<file path="config.mk">
export PLATFORM = sky130hd
export DESIGN_NAME = clk_div_sched
export DESIGN_NICKNAME = d
export VERILOG_FILES = /design/src/rtl/clk_div_sched_pkg.sv /design/src/rtl/clk_div_chan.sv /design/src/rtl/clk_div_sched.sv
export SDC_FILE = /design/constraint.sdc
export NUM_CORES = 1
export LEC_CHECK = 0
export BUFFER_PORTS_ARGS = -buffer_cell sky130_fd_sc_hd__buf_2
export CAP_MARGIN = 20
export CORE_AREA = 10 10 104 106
export DETAILED_ROUTE_END_ITERATION = 8
export DIE_AREA = 0 0 114 116
export PLACE_DENSITY = 0.71
export SYNTH_ARGS = -nofsm -noshare
export SYNTH_HDL_FRONTEND = slang
export SYNTH_SLANG_ARGS = --single-unit
</file>
<file path="constraint.sdc">
create_clock -name clk -period 6.6 [get_ports clk]
set_clock_uncertainty 0.1 [all_clocks]
set_input_delay 0.33 -clock clk [delete_from_list [all_inputs] [get_ports clk]]
set_output_delay 0.33 -clock clk [all_outputs]
set_load 0.005 [all_outputs]
</file>
<file path="src/rtl/clk_div_sched_pkg.sv">
// Shared definitions for the divided-clock scheduler: default widths, the
// config FSM state type, and the counter-phase helpers shared by the top
// level and the per-channel dividers.
package clk_div_sched_pkg;

  // Default ratio-select width; the prescaler is one bit narrower than 2^SELW
  // so that select value s (1..CNTW) always names an existing counter bit.
  localparam int SELW = 3;
  localparam int CNTW = (1 << SELW) - 1;

  typedef enum logic [0:0] {
    IDLE = 1'b0,
    WAIT = 1'b1
  } cfg_state_t;

  // Low 'sel' bits of the counter, i.e. the phase within a 2^sel period.
  // Arguments are 32 bits wide so any module parameterisation can share
  // these helpers.
  function automatic logic [31:0] phase_bits(input logic [31:0] cnt,
                                             input int unsigned sel);
    logic [31:0] mask;
    mask = (32'd1 << sel) - 32'd1;
    return cnt & mask;
  endfunction

  // True at the start of a 2^sel period (phase zero). sel = 0 is always a
  // boundary because an idle channel has no phase to protect.
  function automatic logic period_start(input logic [31:0] cnt,
                                        input int unsigned sel);
    return phase_bits(cnt, sel) == 32'd0;
  endfunction

  // True on the first count of the high half of a 2^sel period, which is
  // where the enable strobe sits.
  function automatic logic boundary_match(input logic [31:0] cnt,
                                          input int unsigned sel);
    if (sel == 0) begin
      return 1'b0;
    end
    return phase_bits(cnt, sel) == (32'd1 << (sel - 1));
  endfunction

  // Divided level for ratio 2^sel: counter bit sel-1.
  function automatic logic level_bit(input logic [31:0] cnt,
                                     input int unsigned sel);
    logic [31:0] shifted;
    if (sel == 0) begin
      return 1'b0;
    end
    shifted = cnt >> (sel - 1);
    return shifted[0];
  endfunction

endpackage

</file>
<file path="src/rtl/clk_div_chan.sv">
// One output channel: holds its ratio select and produces the registered
// divided level and enable strobe from the shared next-count value.
module clk_div_chan
  import clk_div_sched_pkg::*;
#(
  parameter int SELW = clk_div_sched_pkg::SELW,
  parameter int CNTW = (1 << SELW) - 1
) (
  input  logic            clk,
  input  logic            reset,
  input  logic [CNTW-1:0] cnt_nxt,
  input  logic            run,
  input  logic            sync_clr,
  input  logic            load,
  input  logic [SELW-1:0] load_sel,
  output logic [SELW-1:0] sel,
  output logic            div_clk,
  output logic            en_out
);

  logic [SELW-1:0] sel_reg;
  logic [SELW-1:0] sel_next;
  logic            div_reg;
  logic            div_next;
  logic            en_reg;
  logic            en_next;

  // A load takes effect on the same edge, so the outputs computed at that
  // edge already follow the new ratio.
  always_comb begin
    sel_next = load ? load_sel : sel_reg;
    div_next = 1'b0;
    en_next  = 1'b0;
    if (sel_next != '0) begin
      div_next = level_bit(32'(cnt_nxt), 32'(sel_next));
      en_next  = run & ~sync_clr & boundary_match(32'(cnt_nxt), 32'(sel_next));
    end
  end

  // Register select and outputs; reset turns the channel off.
  always_ff @(posedge clk) begin
    if (reset) begin
      sel_reg <= '0;
      div_reg <= 1'b0;
      en_reg  <= 1'b0;
    end else begin
      sel_reg <= sel_next;
      div_reg <= div_next;
      en_reg  <= en_next;
    end
  end

  assign sel     = sel_reg;
  assign div_clk = div_reg;
  assign en_out  = en_reg;

endmodule

</file>
<file path="src/rtl/clk_div_sched.sv">
// Divided-clock scheduler: a shared free-running prescaler feeds NCH
// power-of-two dividers whose ratios are reprogrammed through a valid/ready
// port and only switch on a channel period boundary.
module clk_div_sched
  import clk_div_sched_pkg::*;
#(
  parameter int  NCH  = 4,
  parameter int  SELW = clk_div_sched_pkg::SELW,
  localparam int CNTW = (1 << SELW) - 1,
  localparam int CHW  = (NCH > 1) ? $clog2(NCH) : 1
) (
  input  logic            clk,
  input  logic            reset,
  input  logic            run,
  input  logic            sync_clr,
  input  logic            cfg_valid,
  output logic            cfg_ready,
  input  logic [CHW-1:0]  cfg_ch,
  input  logic [SELW-1:0] cfg_sel,
  output logic            cfg_done,
  output logic [NCH-1:0]  div_clk,
  output logic [NCH-1:0]  en_out
);

  logic [CNTW-1:0] cnt_reg;
  logic [CNTW-1:0] cnt_next;

  cfg_state_t      state_reg;
  logic [CHW-1:0]  pend_ch_reg;
  logic [SELW-1:0] pend_sel_reg;
  logic            cfg_ready_reg;
  logic            cfg_done_reg;

  logic [SELW-1:0] chan_sel [NCH];
  logic [SELW-1:0] cur_sel;
  logic            pend_in_range;
  logic            safe;
  logic            apply;
  logic [NCH-1:0]  ch_load;

  // Next prescaler value; a synchronous clear beats run.
  always_comb begin
    if (sync_clr) begin
      cnt_next = '0;
    end else if (run) begin
      cnt_next = cnt_reg + 1'b1;
    end else begin
      cnt_next = cnt_reg;
    end
  end

  // Prescaler register; wraps naturally at 2^CNTW.
  always_ff @(posedge clk) begin
    if (reset) begin
      cnt_reg <= '0;
    end else begin
      cnt_reg <= cnt_next;
    end
  end

  // Look up the current ratio of the pending channel. An out-of-range channel
  // matches nothing and is treated as always safe, so it drains at once.
  always_comb begin
    cur_sel       = '0;
    pend_in_range = 1'b0;
    for (int i = 0; i < NCH; i++) begin
      if (pend_ch_reg == CHW'(i)) begin
        cur_sel       = chan_sel[i];
        pend_in_range = 1'b1;
      end
    end
  end

  // A pending config may apply only where the channel cannot show a runt
  // phase: channel off, counter frozen or being cleared, or a period start.
  always_comb begin
    safe  = ~pend_in_range
          | (cur_sel == '0)
          | ~run
          | sync_clr
          | period_start(32'(cnt_next), 32'(cur_sel));
    apply = (state_reg == WAIT) & safe;
  end

  // Config handshake FSM with registered ready/done; only one request is in
  // flight, and accept never coincides with apply.
  always_ff @(posedge clk) begin
    if (reset) begin
      state_reg     <= IDLE;
      pend_ch_reg   <= '0;
      pend_sel_reg  <= '0;
      cfg_ready_reg <= 1'b1;
      cfg_done_reg  <= 1'b0;
    end else begin
      cfg_done_reg <= 1'b0;
      case (state_reg)
        IDLE: begin
          if (cfg_valid && cfg_ready_reg) begin
            pend_ch_reg   <= cfg_ch;
            pend_sel_reg  <= cfg_sel;
            state_reg     <= WAIT;
            cfg_ready_reg <= 1'b0;
          end
        end
        WAIT: begin
          if (apply) begin
            state_reg     <= IDLE;
            cfg_ready_reg <= 1'b1;
            cfg_done_reg  <= 1'b1;
          end
        end
        default: begin
          state_reg     <= IDLE;
          cfg_ready_reg <= 1'b1;
        end
      endcase
    end
  end

  generate
    for (genvar gi = 0; gi < NCH; gi++) begin : g_chan
      assign ch_load[gi] = apply & (pend_ch_reg == CHW'(gi));

      clk_div_chan #(
        .SELW (SELW),
        .CNTW (CNTW)
      ) u_chan (
        .clk      (clk),
        .reset    (reset),
        .cnt_nxt  (cnt_next),
        .run      (run),
        .sync_clr (sync_clr),
        .load     (ch_load[gi]),
        .load_sel (pend_sel_reg),
        .sel      (chan_sel[gi]),
        .div_clk  (div_clk[gi]),
        .en_out   (en_out[gi])
      );
    end
  endgenerate

  assign cfg_ready = cfg_ready_reg;
  assign cfg_done  = cfg_done_reg;

endmodule

</file>
# After elaboration in Yosys (flattened, before gate mapping)
# Cells that the tools add are included.
# classes
add_sub_neg,10
eq_ne,9
shifts,13
mux,45
bitwise,27
reduce_logical,19
# op_table
op,count
$and A7 B32 Y32,5
$shl A1 B3 Y32 const A,5
$sub A32 B1 Y32 const B,5
$eq A32 B32 Y1,4
$shl A1 B32 Y32 const A,4
$shr A7 B32 Y1,4
$mux W1,33
$logic_not A32 Y1,1
$mux W3,8
$sub A3 B1 Y4 const B,4
$logic_not A3 Y1,5
$mux W7,2
$reduce_bool A3 Y1,4
$and A1 B1 Y1,10
$reduce_or A2 Y1,5
$not A1 Y1,8
$add A7 B1 Y7 const B,1
$eq A2 B2 Y1 const B,2
$or A1 B1 Y1,4
$pmux W1 S2,2
$reduce_and A2 Y1,2
$eq A2 B1 Y1 const B,1
$logic_not A2 Y1,1
$ne A2 B1 Y1 const B,1
other kinds (2),2
# word_totals
register_bits,35
inputBits,10
elab_cells,141

# Longest topological paths before layout
# depth
word_depth,20
mapped_depth,23
mapped_depth_nobuf,21

# By module
# A second synthesis with hierarchy kept.
# hier_totals
hier_cells,466
hier_area_um2,3896.2
# by_module_without_submodules
module,instances,cells_each,area_each_um2,seq_area_each_um2
clk_div_chan,4,90,730.7,100.1
clk_div_sched,1,106,973.4,300.3

# Worst setup path after synthesis
# Ideal clock, no wire load.
# synth_timing
kind,register -> register
startpoint,reg pend_ch_reg[1]
endpoint,reg g_chan[1].u_chan.en_reg
arrival_time_ps,4950
slack_ps,1471
path_stages_with_launch,22
path_buffers,1
cell_sequence,dfxtp_1 -> buf_6 -> mux4_2 -> nor3_2 -> inv_2 -> ha_1 -> or4b_1 -> o311ai_1 -> a2bb2oi_2 -> o2111ai_4 -> mux2_2 -> inv_1 -> ha_1 -> nand2_1 -> ha_1 -> nand2_1 -> nand3_1 -> mux2i_1 -> xnor2_1 -> a32oi_1 -> a311o_1 -> a211oi_2
# synth_via
elab_chain_len,20
word_cells_on_any_way,40
# synth_lines
element,line,rtl
start: declaration,clk_div_sched.sv:29,logic [CHW-1:0] pend_ch_reg;
start signal: assignment,clk_div_sched.sv:99,pend_ch_reg <= cfg_ch;
$logic_not A2 Y1,clk_div_sched.sv:67,if (pend_ch_reg == CHW'(i)) begin
$mux W3 / $mux W1 (equally long branches) (4 in a row),clk_div_sched.sv:67,
$shl A1 B3 Y32 (tied with other cells),clk_div_sched_pkg.sv:22,mask = (32'd1 << sel) - 32'd1;
$sub A32 B1 Y32 / $or A1 B1 Y1 (equally long branches),"clk_div_sched_pkg.sv:22, clk_div_sched.sv:78",
$and A7 B32 Y32 / $or A1 B1 Y1 (equally long branches),"clk_div_sched_pkg.sv:23, clk_div_sched.sv:79",
$logic_not A32 Y1 / $or A1 B1 Y1 (equally long branches),"clk_div_sched_pkg.sv:30, clk_div_sched.sv:80",
$or A1 B1 Y1,clk_div_sched.sv:81,"| period_start(32'(cnt_next), 32'(cur_sel));"
$and A1 B1 Y1,clk_div_sched.sv:82,apply = (state_reg == WAIT) & safe;
[2 not listed],--,
named net g_chan[1].u_chan.sel_next[0],clk_div_chan.sv:22,logic [SELW-1:0] sel_next;
$shl A1 B3 Y32,clk_div_sched_pkg.sv:22,
$sub A32 B1 Y32,clk_div_sched_pkg.sv:22,
$and A7 B32 Y32,clk_div_sched_pkg.sv:23,return cnt & mask;
$eq A32 B32 Y1,clk_div_sched_pkg.sv:40,"return phase_bits(cnt, sel) == (32'd1 << (sel - 1));"
$mux W1,clk_div_sched_pkg.sv:40,
$mux W1,clk_div_chan.sv:34,if (sel_next != '0) begin
$and A1 B1 Y1,clk_div_chan.sv:36,"en_next = run & ~sync_clr & boundary_match(32'(cnt_nxt), 32'(sel_next));"
end signal: assignment,clk_div_chan.sv:49,en_reg <= en_next;
end: declaration,clk_div_chan.sv:25,logic en_reg;
# The timed path passes the listed nets; every way through them passes the cells marked *. The select of a mux whose other input is x is not followed.
# A chain may end at the register's enable or synchronous reset.

# Worst setup path after layout
# Ends and elaborated chain as after synthesis.

==> summary.md <==
| Metric | Value |
|---|---|
| Status | `complete, no violations` |
| GR met3 Demand/Resource | `2.84%` |
| Post-Route Utilization | `51.1%` |
| Clk network pwr share | `36.7%` |
| Final instance area | `4430 um2` |
| Synth cell types | `84` |
| Met2 Use GR | `30.5%` |
| Pleak | `1.74 nW` |
| F_max | `170 MHz` |
| DRT iter0 DRCs | `312` |
| Final nets | `581` |
| Total gr overflow | `0` |
| Critical Path Fanout Max | `10` |
| Vias | `4306` |
| Area Overhead vs Synth | `3.20%` |
| PostCTS Resize Cnt | `0` |
| Internal Power | `0.332 mW` |
| Sw Ratio | `32.7%` |
| Max reg flops | `12` |
| Multi-input gate area | `3280 um2` |
| Final worst path period need | `5880 ps` |
| Setup ws final | `720 ps` |
| Initial core utilization | `49.5%` |
| Seq/Total Area, Yosys | `16.3%` |
| RD Place Congestion | `0.950` |
| Power Total | `0.494 mW` |
| Vias in the first global route | `4116` |
| CTS tree | `built` |
| Hold buffer count at cts | `0` |
| Syn. warnings | `0` |
| Syn nets | `591` |
| Post-synth EDFFs | `0` |
| Layout cells sized above 1 | `13.3%` |
| GR peak layer | `met2` |
| Placement Setup Slack | `820 ps` |
| Clock buffer count from CTS | `5` |
| Core area | `8680 um2` |
| Main flop type after synthesis | `dfxtp_1` |
| FILL cells | `841` |
| Post-CTS Setup Bufs | `0` |
| Asr flop ratio synth | `0%` |
| DP Wirelength | `9300 um` |
| Worst vdd ir | `0.0670 mV` |
| Post-route ant nets | `0` |
| DRT Pass-1 Iters | `5` |
| Top cell type by total area after synthesis | `dfxtp_1` |
| Sequential cell area | `701 um2` |
| Yosys reg bits | `35` |
| Reg2reg setup slack | `720 ps` |
| Final hold vios | `0` |
| Post-Place Cell Area | `4340 um2` |
| Logic pwr share | `17.3%` |
| Top cell type's share of synthesized area | `16.3%` |
| Syn_area_per_cell | `7.71 um2` |
| Relative slew slack | `45.6%` |
| GR Util met1 | `24.4%` |
| Endpoint class of the critical path | `register` |
| DIE AREA | `13200 um2` |
| CTS Sinks | `35` |
| Critical Path AT | `6010 ps` |
| GR Util All Layers | `19.1%` |
| CTS H-tree depth | `2` |
| Root buffer cell | `clkbuf_8` |
| Via/cell ratio | `6.56` |
| Max Cap Viol | `0` |
| Die Width | `114 um` |
| Worst setup path category | `register to register` |
| ANT cells | `0` |
| Wire per inst | `19.4 um` |
| Worst setup SP type | `register` |
| Mapped Area | `4300 um2` |
| Total Wirelength | `12700 um` |
| Max-slew violations | `0` |
| RSZ-0062 raised after global routing | `false` |
| Top cells by area, synth | `dfxtp_1 (16%), ha_1 (7.0%), mux2i_1 (7.0%)` |
| Final Setup Violations | `0` |
| Seq pwr share | `46.0%` |
| Setup TNS | `0 ps` |
| Critical path data required time | `6730 ps` |
| Worst-path clk slew | `90 ps` |
| Buffers on Ports | `19` |
| Worst Hold Class | `input port to register` |
| Clk Latency, worst-skew pair | `300 ps` |
| CTS max path bufs | `2` |
| Global-route wire length before repair | `21000 um` |
| Post-route DRC violation count | `0` |
| Slew @ Worst Pin | `813 ps` |
| Largest net degree at the start of global routing | `31` |
| NetSw | `0.162 mW` |
| Period utilization | `89.1%` |
| Power Density | `111 nW/um2` |
| Die H | `116 um` |
| Initial antenna violation count | `0` |
| Post-Syn Instances | `557` |
| Std cell rows | `34` |
| I/O pins | `20` |
per-stage QoR:
step	instances	hold slack, ps
after floorplan	557	374
after global routing	656	177
final	656	150
after CTS	656	146
after detailed placement	648	385
after global placement	648	367
layout by cell type, fill, tap and decap left out, types with 3 or more instances in the layout:
| master | count |
|---|---|
| nor2_1 | 80 |
| nand2_1 | 51 |
| dfxtp_1 | 35 |
| mux2i_1 | 30 |
| a21oi_1 | 24 |
| ha_1 | 24 |
| inv_1 | 21 |
| nand3_1 | 21 |
| buf_2 | 19 |
| o21ai_0 | 13 |
| mux2_2 | 13 |
| o211ai_1 | 12 |
| xnor2_1 | 12 |
| a211oi_1 | 11 |
| and3_1 | 10 |
| nor3_1 | 10 |
| nand2b_1 | 9 |
| nand4_1 | 8 |
| a22oi_1 | 6 |
| clkbuf_8 | 6 |
| mux4_2 | 5 |
| xor2_1 | 5 |
| or3_1 | 5 |
| nor2b_1 | 5 |
| and2_1 | 5 |
| nor4_1 | 5 |
| a31oi_1 | 5 |
| buf_4 | 5 |
| a21o_1 | 4 |
| nand3b_1 | 4 |
| or4_1 | 4 |
| o31ai_1 | 4 |
| a2111oi_0 | 4 |
| o2bb2ai_1 | 3 |
| or2_2 | 3 |
| a211o_1 | 3 |
| o2111ai_1 | 3 |
| o221ai_1 | 3 |
| a32oi_1 | 3 |
| nor3b_1 | 3 |
cell usage after synthesis, types with 6 or more instances:
cell type  count
inv_1         21
nor3_1        10
nor2_1        80
nand4_1        8
a22oi_1        6
dfxtp_1       35
and3_1        10
nand2_1       51
a21oi_1       24
o211ai_1      12
mux2i_1       30
a211oi_1      11
o21ai_0       13
clkbuf_1      21
xnor2_1       12
ha_1          24
buf_4          9
nand2b_1       9
mux2_2        13
nand3_1       21
path summary, 6_finish.rpt:
kind                  start                      end  depth (start not counted)
min reg2reg       cfg_ready                cfg_ready                          2
max          pend_ch_reg[1]  g_chan[1].u_chan.en_out                         20
max reg2reg  pend_ch_reg[1]  g_chan[1].u_chan.en_out                         20
min              cfg_sel[1]          pend_sel_reg[1]                          3
per-layer routing:
layer,vias to the layer above,share of wire (%)
met4,0,4.3
met5,-,0
li1,2042,-
met2,182,46
met3,52,6.7
met1,2030,43
layout make-up:
class | count | share of cell area [%]
multi-input cells | 458 | 74.0
flip-flops and latches | 35 | 15.8
well taps | 108 | 3.05
repair buffers | 24 | 2.99
inverters | 23 | 1.95
clock buffers | 6 | 1.86
clock inverters | 2 | 0.367
power groups by stage:
stage | sequential (mW) | combinational (mW) | clock (mW)
3_3_place_gp | 0.231 | 0.0822 | 0
3_5_place_dp | 0.232 | 0.0838 | 0
5_1_grt | 0.228 | 0.0944 | 0.193
6_report | 0.227 | 0.0855 | 0.181
2_1_floorplan | 0.223 | 0.0730 | 0
4_1_cts | 0.227 | 0.0843 | 0.184
cell families after synthesis:
family          synth area share, %
compound gates                 24.1
xor+xnor                       3.84
fa+ha+maj                      6.99
buf+inv                        7.34
flops                          16.3
mux                            14.7
simple gates                   26.6
worst max-delay path, cell delays in order, from the launching register on:
cell and delay (ps):
dfxtp_1 500, mux4_2 670, nor3_2 310, inv_2 70
ha_1 280, or4b_1 550, o311ai_1 130, a2bb2oi_2 180
o2111ai_4 440, mux2_2 460, inv_1 140, ha_1 280
nand2_1 130, ha_1 300, nand2_1 170, nand3_1 100
mux2i_1 200, xnor2_1 140, a32oi_1 120, a311o_1 360
a211oi_2 160
(Power assumes the default switching activity.)
